--- src/rtl/serdes_stream_cipher_if.sv ---
// Handshake and data bundle for serdes_stream_cipher: burst control, serial
// plaintext inputs and serial ciphertext outputs.
interface serdes_stream_cipher_if #(
    parameter int KEY_WIDTH = 128,
    parameter int CNT_W     = 8
);
    logic                 start;
    logic [KEY_WIDTH-1:0] key;
    logic [CNT_W-1:0]     num_words;
    logic                 a_bit;
    logic                 b_bit;
    logic                 in_ready;
    logic                 cipher_out;
    logic                 cipher_valid;
    logic                 busy;
    logic                 done;

    modport master (
        output start, key, num_words, a_bit, b_bit,
        input  in_ready, cipher_out, cipher_valid, busy, done
    );

    modport slave (
        input  start, key, num_words, a_bit, b_bit,
        output in_ready, cipher_out, cipher_valid, busy, done
    );
endinterface

--- src/rtl/serdes_stream_cipher.sv ---
// Serial two-stream XOR cipher: deserialise A/B words, XOR with a rotating key
// slice, reserialise MSB-first. Optional CBC chaining via SERDES_CHAIN_EN.
module serdes_stream_cipher #(
    parameter int WIDTH     = 8,
    parameter int KEY_WIDTH = 128,
    parameter int CNT_W     = 8
) (
    input  logic                    clk,
    input  logic                    rst_n,
    serdes_stream_cipher_if.slave   bus
);
    localparam int             BC_W     = $clog2(WIDTH);
    localparam logic [BC_W-1:0] LAST_BIT = BC_W'(WIDTH - 1);

    typedef enum logic [2:0] {IDLE, SHIFT, ENCRYPT, OUTPUT, FINISH} state_t;

    state_t               state_q;
    logic [BC_W-1:0]      bit_cnt_q;
    logic [WIDTH-1:0]     a_q, b_q, word_q, word_d;
    logic [KEY_WIDTH-1:0] key_q;
    logic [CNT_W-1:0]     rem_q;
    logic                 cipher_out_q, cipher_valid_q, done_q;
`ifdef SERDES_CHAIN_EN
    logic [WIDTH-1:0]     chain_q;
`endif

    // Key is rotated after every word so the active slice always sits in the low bits.
    function automatic logic [KEY_WIDTH-1:0] rotate_key(input logic [KEY_WIDTH-1:0] k);
        return (k >> WIDTH) | (k << (KEY_WIDTH - WIDTH));
    endfunction

    always_comb begin
        word_d = a_q ^ b_q ^ key_q[WIDTH-1:0];
`ifdef SERDES_CHAIN_EN
        word_d = word_d ^ chain_q;
`endif
    end

    always_ff @(posedge clk) begin
        if (!rst_n) begin
            state_q        <= IDLE;
            bit_cnt_q      <= '0;
            a_q            <= '0;
            b_q            <= '0;
            word_q         <= '0;
            key_q          <= '0;
            rem_q          <= '0;
            cipher_out_q   <= 1'b0;
            cipher_valid_q <= 1'b0;
            done_q         <= 1'b0;
`ifdef SERDES_CHAIN_EN
            chain_q        <= '0;
`endif
        end else begin
            done_q         <= 1'b0;
            cipher_valid_q <= 1'b0;
            case (state_q)
                IDLE: begin
                    // done_q high means FINISH just left; a start in that cycle is dropped.
                    if (bus.start && !done_q) begin
                        key_q     <= bus.key;
                        rem_q     <= bus.num_words;
                        a_q       <= '0;
                        b_q       <= '0;
                        bit_cnt_q <= '0;
`ifdef SERDES_CHAIN_EN
                        chain_q   <= '0;
`endif
                        state_q   <= (bus.num_words == '0) ? FINISH : SHIFT;
                    end
                end
                SHIFT: begin
                    a_q       <= {a_q[WIDTH-2:0], bus.a_bit};
                    b_q       <= {b_q[WIDTH-2:0], bus.b_bit};
                    bit_cnt_q <= bit_cnt_q + BC_W'(1);
                    if (bit_cnt_q == LAST_BIT) begin
                        bit_cnt_q <= '0;
                        state_q   <= ENCRYPT;
                    end
                end
                ENCRYPT: begin
                    word_q    <= word_d;
                    key_q     <= rotate_key(key_q);
`ifdef SERDES_CHAIN_EN
                    chain_q   <= word_d;
`endif
                    bit_cnt_q <= '0;
                    state_q   <= OUTPUT;
                end
                OUTPUT: begin
                    cipher_out_q   <= word_q[WIDTH-1];
                    cipher_valid_q <= 1'b1;
                    word_q         <= word_q << 1;
                    bit_cnt_q      <= bit_cnt_q + BC_W'(1);
                    if (bit_cnt_q == LAST_BIT) begin
                        bit_cnt_q <= '0;
                        rem_q     <= rem_q - CNT_W'(1);
                        if (rem_q == CNT_W'(1)) begin
                            state_q <= FINISH;
                        end else begin
                            a_q     <= '0;
                            b_q     <= '0;
                            state_q <= SHIFT;
                        end
                    end
                end
                FINISH: begin
                    done_q  <= 1'b1;
                    state_q <= IDLE;
                end
                default: state_q <= IDLE;
            endcase
        end
    end

    assign bus.in_ready     = (state_q == SHIFT);
    assign bus.busy         = (state_q != IDLE);
    assign bus.cipher_out   = cipher_out_q;
    assign bus.cipher_valid = cipher_valid_q;
    assign bus.done         = done_q;
endmodule

--- src/flat_wrapper.sv ---
// flat-port wrapper written by rule: the top's interface ports become plain ports
module serdes_stream_cipher_flat 
#(
    parameter int WIDTH     = 8,
    parameter int KEY_WIDTH = 128,
    parameter int CNT_W     = 8
)
  (clk, rst_n, bus_start, bus_key, bus_num_words, bus_a_bit, bus_b_bit, bus_in_ready, bus_cipher_out, bus_cipher_valid, bus_busy, bus_done);
  serdes_stream_cipher_if #(.KEY_WIDTH(KEY_WIDTH), .CNT_W(CNT_W)) bus_i ();
  input  logic clk;
  input  logic rst_n;
  input wire logic [$bits(bus_i.start)-1:0] bus_start;
  input wire logic [$bits(bus_i.key)-1:0] bus_key;
  input wire logic [$bits(bus_i.num_words)-1:0] bus_num_words;
  input wire logic [$bits(bus_i.a_bit)-1:0] bus_a_bit;
  input wire logic [$bits(bus_i.b_bit)-1:0] bus_b_bit;
  output wire logic [$bits(bus_i.in_ready)-1:0] bus_in_ready;
  output wire logic [$bits(bus_i.cipher_out)-1:0] bus_cipher_out;
  output wire logic [$bits(bus_i.cipher_valid)-1:0] bus_cipher_valid;
  output wire logic [$bits(bus_i.busy)-1:0] bus_busy;
  output wire logic [$bits(bus_i.done)-1:0] bus_done;
  assign bus_i.start = bus_start;
  assign bus_i.key = bus_key;
  assign bus_i.num_words = bus_num_words;
  assign bus_i.a_bit = bus_a_bit;
  assign bus_i.b_bit = bus_b_bit;
  assign bus_in_ready = bus_i.in_ready;
  assign bus_cipher_out = bus_i.cipher_out;
  assign bus_cipher_valid = bus_i.cipher_valid;
  assign bus_busy = bus_i.busy;
  assign bus_done = bus_i.done;
  serdes_stream_cipher #(.WIDTH(WIDTH), .KEY_WIDTH(KEY_WIDTH), .CNT_W(CNT_W)) u_core (.clk(clk), .rst_n(rst_n), .bus(bus_i));
endmodule
--- config.mk ---
export PLATFORM = sky130hd
export DESIGN_NAME = serdes_stream_cipher_flat
export DESIGN_NICKNAME = d
export VERILOG_FILES = /design/src/rtl/serdes_stream_cipher_if.sv /design/src/rtl/serdes_stream_cipher.sv /design/src/flat_wrapper.sv
export SDC_FILE = /design/constraint.sdc
export NUM_CORES = 1
export LEC_CHECK = 0
export CAP_MARGIN = 5
export CORE_ASPECT_RATIO = 0.8
export CORE_MARGIN = 4
export CORE_UTILIZATION = 50
export DETAILED_ROUTE_END_ITERATION = 12
export PLACE_DENSITY = 0.82
export SLEW_MARGIN = 10
export SYNTH_ARGS = -nofsm -noshare
export SYNTH_HDL_FRONTEND = slang
export SYNTH_SLANG_ARGS = --single-unit
--- constraint.sdc ---
create_clock -name clk -period 3.2 [get_ports clk]
set_input_delay 0.48 -clock clk [delete_from_list [all_inputs] [get_ports clk]]
set_output_delay 0.48 -clock clk [all_outputs]
set_load 0.05 [all_outputs]
After elaboration in Yosys (flattened, before gate mapping)
Cells that the tools add are included.
{ "totals": {"ff_bits": 169, "out_inout_bits": 5, "elab_cells": 63, "input_bits": 141} }
{ "op_classes": {"bitwise": 3, "addsub": 2, "reduce_logical": 16, "n_eq_ne": 10, "muxes": 22} }
{ "op_table": {"columns": ["op", "n"], "rows": [
  ["$pmux 128 s2", 1],
  ["$mux 128", 1],
  ["$or 120x128->128", 1],
  ["$pmux 8 s3", 2],
  ["$mux 8", 5],
  ["$pmux 8 s2", 2],
  ["$mux 3", 7],
  ["$xor 8x8->8", 2],
  ["$pmux 3 s4", 1],
  ["$pmux 3 s3", 1],
  ["$reduce_bool 3->1", 3],
  ["$eq 8x1->1 const B", 1],
  ["$logic_not 8->1", 1],
  ["$sub 8x1->8 const B", 1],
  ["$eq 3x2->1 const B", 2],
  ["$eq 3x3->1 const B", 2],
  ["$ne 2x1->1 const B", 3],
  ["$reduce_and 3->1", 2],
  ["$reduce_bool 2->1", 3],
  ["$reduce_and 2->1", 2],
  ["$reduce_and 4->1", 1],
  ["$add 3x1->3 const B", 1],
  ["$eq 3x1->1 const B", 1],
  ["$logic_not 3->1", 1],
  ["other kinds (5)", 6]
]} }

Logic depth before layout (Yosys ltp)
Gate-level depths: netlist (run 1).
{ "logic_depth": {"depth_word": 4, "depth_mapped": 7, "depth_no_buf": 6} }

Worst setup path after synthesis (run 1)
OpenSTA, ideal clock, no wires.
{ "synth_timing": {"kind": "reg-to-output", "startpoint": "register u_core.state_q[2]", "endpoint": "output bus_in_ready", "slack_ps": 1420, "path_buffers": 1, "t_required_ps": 2720, "t_arrival_ps": 1300, "path_stages_with_launch": 4, "cell_sequence": "dfxtp_1 -> buf_4 -> nand2b_1 -> nor2_1"} }
{ "synth_between": {"elab_chain_cells": 1} }
{ "synth_rtl": {"columns": ["item", "line", "rtl"], "rows": [
  ["start, declared", "serdes_stream_cipher.sv:17", "state_t state_q;"],
  ["start signal, assigned", "serdes_stream_cipher.sv:69", "state_q <= (bus.num_words == '0) ? FINISH : SHIFT;"],
  ["$eq 3x1->1", "serdes_stream_cipher.sv:116", "assign bus.in_ready = (state_q == SHIFT);"],
  ["end, declared", "flat_wrapper.sv:17", "output wire logic [$bits(bus_i.in_ready)-1:0] bus_in_ready;"]
]} }
Every way passes these cells.

Worst setup path after layout (run 1)
{ "layout_timing": {"startpoint": "register u_core.state_q[0]", "endpoint": "output bus_busy"} }
{ "layout_between": {"elab_chain_cells": 1} }
{ "layout_rtl": {"columns": ["item", "line", "rtl"], "rows": [
  ["$reduce_bool 3->1", "serdes_stream_cipher.sv:117", "assign bus.busy = (state_q != IDLE);"],
  ["end, declared", "flat_wrapper.sv:20", "output wire logic [$bits(bus_i.busy)-1:0] bus_busy;"]
]} }
Every way passes these cells.

==> results of run 1 <==
## power by group
part           internal (mW)  switching (mW)  leakage [nW]  total (mW)
Combinational          0.371           0.349          1.64       0.720
Clock                   1.34           0.862         0.313        2.20
Sequential              2.28           0.117          1.39        2.40
## cell type report
cell class / instances / share of cell area
repair buffers: 162 / 0.174
clock inverters: 14 / 0.0201
well taps: 184 / 0.0235
inverters: 6 / 0.00256
flip-flops and latches: 169 / 0.346
multi-input cells: 543 / 0.389
clock buffers: 18 / 0.0449
## synth_stat cells (7+ instances only)
cell / count / area share
a211oi_1: 128 / 0.13
a21oi_1: 13 / 0.0086
a22o_1: 16 / 0.019
buf_2: 29 / 0.019
buf_4: 7 / 0.0070
clkbuf_1: 24 / 0.012
dfxtp_1: 169 / 0.45
mux2i_1: 128 / 0.17
nand2_1: 26 / 0.013
nor2_1: 143 / 0.071
o221ai_1: 7 / 0.0081
xnor2_1: 16 / 0.019
## sequential cells by signal (all words and copies together), names as in the netlist, 3 cells and up
register and count:
u_core.key_q 128, u_core.state_q 3, u_core.rem_q 8, u_core.word_q 8, u_core.bit_cnt_q 3, u_core.a_q 8
u_core.b_q 8
## tightest hold or removal path: stages (launching register included)
cell and delay [ps]:
dfxtp_1 310, nand2_1 50, nand2_1 40
## layout by cell type, fill, tap and decap left out, types with 2 or more instances in the layout
cell and instances:
inv_2 3, a21oi_1 13, and2_1 2, clkdlybuf4s50_1 145
clkinv_2 4, clkinv_4 3, inv_8 2, o221ai_1 7
bufinv_16 4, a22oi_1 2, a21o_1 3, nor3_1 4
nand3_1 5, o21ai_0 2, dfxtp_1 169, nand4_1 2
buf_12 10, buf_4 7, nor4_1 2, nor2_1 143
inv_1 2, o21ai_1 5, nand2b_1 5, ha_1 4
o211ai_1 4, nor3b_1 2, xnor2_1 16, a211oi_1 128
nand2_1 26, o22ai_1 2, clkbuf_16 17, nor2b_1 2
mux2i_1 128, a22o_1 16
## cells by family after synthesis
| family | count (synthesis) |
|---|---|
| AOI/OAI and AO/OA | 190 |
| xor gates and xnor gates | 17 |
| adders and majority gates | 4 |
| buffers and inverters | 72 |
| DFF | 169 |
| muxes | 128 |
| and+or+nand+nor | 204 |
## stage by stage
| step | instance area (um^2) | util |
|---|---|---|
| finish | 9780 | 0.673 |
| CTS | 9780 | 0.673 |
| global placement | 9150 | 0.629 |
| global route | 9780 | 0.673 |
| detailed placement | 9150 | 0.629 |
| floorplan | 7530 | - |
## per-layer routing
layer | vias to the layer above | GRT usage
met2 | 145 | 0.329
met1 | 2783 | 0.281
met3 | 18 | 0.0604
met4 | 4 | 0.0558
li1 | 3110 | -
met5 | - | 0
## worst paths after layout
path | from | end | slack [ps] | cells past startpoint
setup / recovery | u_core.state_q[0] | bus_busy | 460 | 3
hold / removal | u_core.word_q[7] | u_core.word_q[7] | 440 | 2
setup reg to reg | u_core.state_q[1] | u_core.key_q[110] | 930 | 5
hold reg to reg | u_core.word_q[7] | u_core.word_q[7] | 440 | 2
==> impl_metrics.csv, run 1 <==
group,metric,value,unit
status,outcome,"finished, final reports clean",
route,top_layer,"met5",
timing,fin_hold_ws,441,ps
route,wire_per_inst,16.2,um
timing,max_slew_margin,0.422,
power_and_ir_drop,p_total,5.31,mW
yosys,synth_top_family_by_area,"compound AO/OA/AOI/OAI gates",
clocking,cts_sinks,169,
route,dr.pass1.iters,5,
timing,grt_setup_unrepaired,"no",
worst_setup_path,path_cells,"inv_2 > nand3_1 > clkdlybuf4s50_1",
clocking,holdBufCountCts,0,
power_and_ir_drop,irDropWorstVdd,0.000339,V
die,core_region_area,14500,um^2
yosys,ys_types,52,
timing,min_period,2740,ps
yosys,synth_ff_type,"dfxtp_1",
yosys,async_flop_share,0,
yosys,synth_edf_count,0,
timing,period_share,0.855,
global_routing,grt_overflow,0,
yosys,synthAdderAreaFrac,0.00664,
global_routing,grt_pass1_wl,29.5,mm
clocking,clock_path_buffers,2,
final_layout,stdcell_count,1096,
placed_design,dp_slack,666,ps
placed_design,io_buffers,145,
final_layout,layout-drive-gt1-share,0.0680,
yosys,mappedNetlistNets,929,
die,fp.dieArea,17100,um^2
route,drtAntennaViolNets,0,
placed_design,dp_hpwl,12.3,mm
global_routing,first_global_vias,5952,
global_routing,grt_max_degree,75,
final_layout,multi_input_area,3810,um^2
timing,setup_tns,0,ps
run,cap_violations,0,
worst_setup_path,path_max_fanout,13,
route,wl_met2,8.27,mm
route,drt-total-wl,17.7,mm
clocking,root_buffer,"clkbuf_16",
final_layout,seq_area,3380,um^2
yosys,synth_area,7530,um^2
route,num_vias,6060,
worst_setup_path,arrival,2260,ps
die,die_h,118,um
yosys,synthXorXnorAreaFrac,0.0198,
timing,fmax,366,MHz
timing,slew_violations,0,
clocking,cts_tree,"yes",
worst_setup_path,required,2720,ps
timing,finalWorstSetupSlack,464,ps
clocking,cts_setup_buffers,0,
yosys,seq_area_frac_synth,0.449,
yosys,synth_cells,784,
timing,hold_viol_final,0,
worst_setup_path,cpMaxStageDelayCell,"clkdlybuf4s50_1",
route,drt-initial-drc-count,346,
route,drt-met1-wl,8.25,mm
route,wl_met3,980,um
yosys,synth-compound-area-share,0.191,
clocking,clk_pin_slew_worst_paths,60,ps
global_routing,track_usage,0.208,
yosys,yosys.area_share.simple,0.116,
die,fp-row-count,39,
yosys,ys_ff_latch,169,
final_layout,num_antenna_cells,0,
yosys,yosysWarnings,0,
die,die_w,145,um
final_layout,fill_cells,1157,
timing,finalSetupViolations,0,
die,io_pins,146,
global_routing,antenna_found_initial,2,
worst_setup_path,crit_family,"buffers and inverters",
power_and_ir_drop,p_per_area,543,nW/um^2
placed_design,gp_congestion,0.818,
worst_setup_path,path_buf_inv,2,
worst_setup_path,critPathCaptureType,"output pin",
worst_setup_path,worstSetupPathType,"reg2out",
clocking,clock_latency,430,ps
clocking,cts_buffers,17,
final_layout,nets,1044,
clocking,cts_resized,0,
yosys,avgSynthCellArea,9.61,um^2
route,remaining_drc_errors,0,
yosys,muxShareOfSynthArea,0.170,
timing,skew,11.7,ps
worst_setup_path,slowest_delay,810,ps
worst_setup_path,worstSetupStartpointType,"flop",
route,viasPerCell,5.53,
die,start_util,0.518,
clocking,htree_levels,4,
worst_hold_path,hold_path_class,"reg2reg",
placed_design,place_inst,1064,
power_and_ir_drop,p_leak,3.35,nW
timing,worst_pin_slew,864,ps
final_layout,area_delta_synth_final,29.9,%
No activity file was read; power rests on OpenSTA's default activity.
==> run 2, diff against run 1 <==
==> constraint.sdc (replaced) <==
create_clock -name clk -period 2.8 [get_ports clk]
set_input_delay 0.42 -clock clk [delete_from_list [all_inputs] [get_ports clk]]
set_output_delay 0.42 -clock clk [all_outputs]
set_load 0.05 [all_outputs]
==> impl_metrics.csv, run 2 (synthesized netlist as in run 1, its figures left out) <==
group,metric,value,unit
global_routing,grt_pass1_wl,29.3,mm
final_layout,nets,1041,
clocking,holdBufCountCts,0,
worst_setup_path,worstSetupStartpointType,"flop",
global_routing,first_global_vias,5919,
timing,fmax,373,MHz
placed_design,dpl_cell_area,9090,um^2
worst_setup_path,path_cells,"inv_2 > nand3_1 > clkdlybuf4s50_1",
timing,finalSetupViolations,0,
power_and_ir_drop,p_leak,3.31,nW
route,dr.pass1.iters,4,
worst_setup_path,slowest_delay,810,ps
global_routing,grt_max_degree,99,
die,core_region_area,14500,um^2
clocking,clock_latency,420,ps
worst_hold_path,hold_path_class,"reg2reg",
final_layout,num_antenna_cells,0,
final_layout,layout_common_cells,"dfxtp_1, clkdlybuf4s50_1, nor2_1, mux2i_1, a211oi_1",
route,num_vias,6102,
power_and_ir_drop,p_total,6.02,mW
die,io_pins,146,
global_routing,antenna_found_initial,1,
worst_setup_path,path_max_fanout,13,
clocking,cts_resized,0,
worst_setup_path,required,2380,ps
clocking,clock_path_buffers,2,
global_routing,track_usage,0.209,
worst_setup_path,cpMaxStageDelayCell,"clkdlybuf4s50_1",
route,wire_per_inst,16.4,um
timing,hold_viol_final,0,
run,cap_violations,0,
final_layout,mostFrequentLayoutCell,"dfxtp_1",
timing,slew_violations,0,
route,remaining_drc_errors,0,
status,outcome,"finished, final reports clean",
clocking,clk_pin_slew_worst_paths,70,ps
timing,period_share,0.956,
die,die_h,118,um
timing,min_period,2680,ps
route,viasPerCell,5.58,
power_and_ir_drop,p_per_area,619,nW/um^2
worst_setup_path,critPathCaptureType,"output pin",
die,start_util,0.518,
clocking,cts_sinks,169,
final_layout,fill_cells,1148,
clocking,cts_tree,"yes",
global_routing,grt_overflow,0,
die,fp.dieArea,17100,um^2
final_layout,area_delta_synth_final,29.0,%
route,drt-total-wl,17.9,mm
final_layout,top_register,"u_core.key_q",
die,die_w,145,um
power_and_ir_drop,irDropWorstVdd,0.000400,V
final_layout,utilization,0.668,
placed_design,dp_hpwl,12.3,mm
placed_design,io_buffers,145,
clocking,root_buffer,"clkbuf_16",
route,drt-initial-drc-count,371,
timing,skew,6.74,ps
final_layout,layout-drive-gt1-share,0.0649,
timing,worst_pin_slew,1010,ps
route,drtAntennaViolNets,0,
final_layout,largest_reg_flops,128,
final_layout,fin_area,9720,um^2
clocking,cts_buffers,17,
die,fp-row-count,39,
timing,setup_tns,0,ps
clocking,cts_setup_buffers,0,
placed_design,gp_congestion,0.798,
timing,max_slew_margin,0.324,
worst_setup_path,worstSetupPathType,"reg2out",
timing,grt_setup_unrepaired,"no",
worst_setup_path,arrival,2260,ps
clocking,htree_levels,4,
run 2: cell count changes in the layout (fill, tap and decap cells not counted), sizes merged:
| cell | delta |
|---|---|
| buf | -3 |
| clkinv | -1 |
| inv | +1 |
| bufinv | -1 |
| clkinvlp | +1 |
run 2: layout make-up:
class / instances / area (um^2) / share of cell area
well taps: 184 / 230 / 0.0237
clock inverters: 14 / 191 / 0.0197
multi-input cells: 543 / 3810 / 0.392
flip-flops and latches: 169 / 3380 / 0.348
inverters: 6 / 25.0 / 0.00257
clock buffers: 18 / 439 / 0.0452
repair buffers: 159 / 1640 / 0.169
run 2: final timing paths:
kind / start / to / slack [ps] / cells after the start
max: u_core.state_q[0] / bus_busy / 120 / 3
min: u_core.word_q[3] / u_core.word_q[3] / 440 / 2
max reg2reg: u_core.state_q[0] / u_core.a_q[3] / 570 / 4
min reg2reg: u_core.word_q[3] / u_core.word_q[3] / 440 / 2
run 2: power breakdown:
group | total (mW) | leakage, nW | switching [mW] | internal (mW)
logic | 0.823 | 1.62 | 0.399 | 0.424
clock network | 2.45 | 0.300 | 1.00 | 1.45
registers | 2.74 | 1.39 | 0.134 | 2.61
run 2: stage by stage:
step                hold WS [ps]  worst slack, ps  std cells
finish                       440              122       1093
global route                 463             23.6       1093
CTS                          441              119       1093
detailed placement           432              403       1061
global placement             429              490       1061
floorplan                    415             1030        784
run 2: critical path: cells and delay by family (launching register included):
family                 cells  cell delay (ps)
buffers and inverters      2              990
DFF                        1              670
and+or+nand+nor            1              170
run 2: per-layer routing:
| metal | global-route usage | up-vias | routed length (um) |
|---|---|---|---|
| met1 | 0.278 | 2817 | 8230 |
| met3 | 0.0620 | 28 | 1090 |
| li1 | - | 3103 | - |
| met5 | 0 | - | 13 |
| met4 | 0.0688 | 2 | 287 |
| met2 | 0.325 | 152 | 8270 |
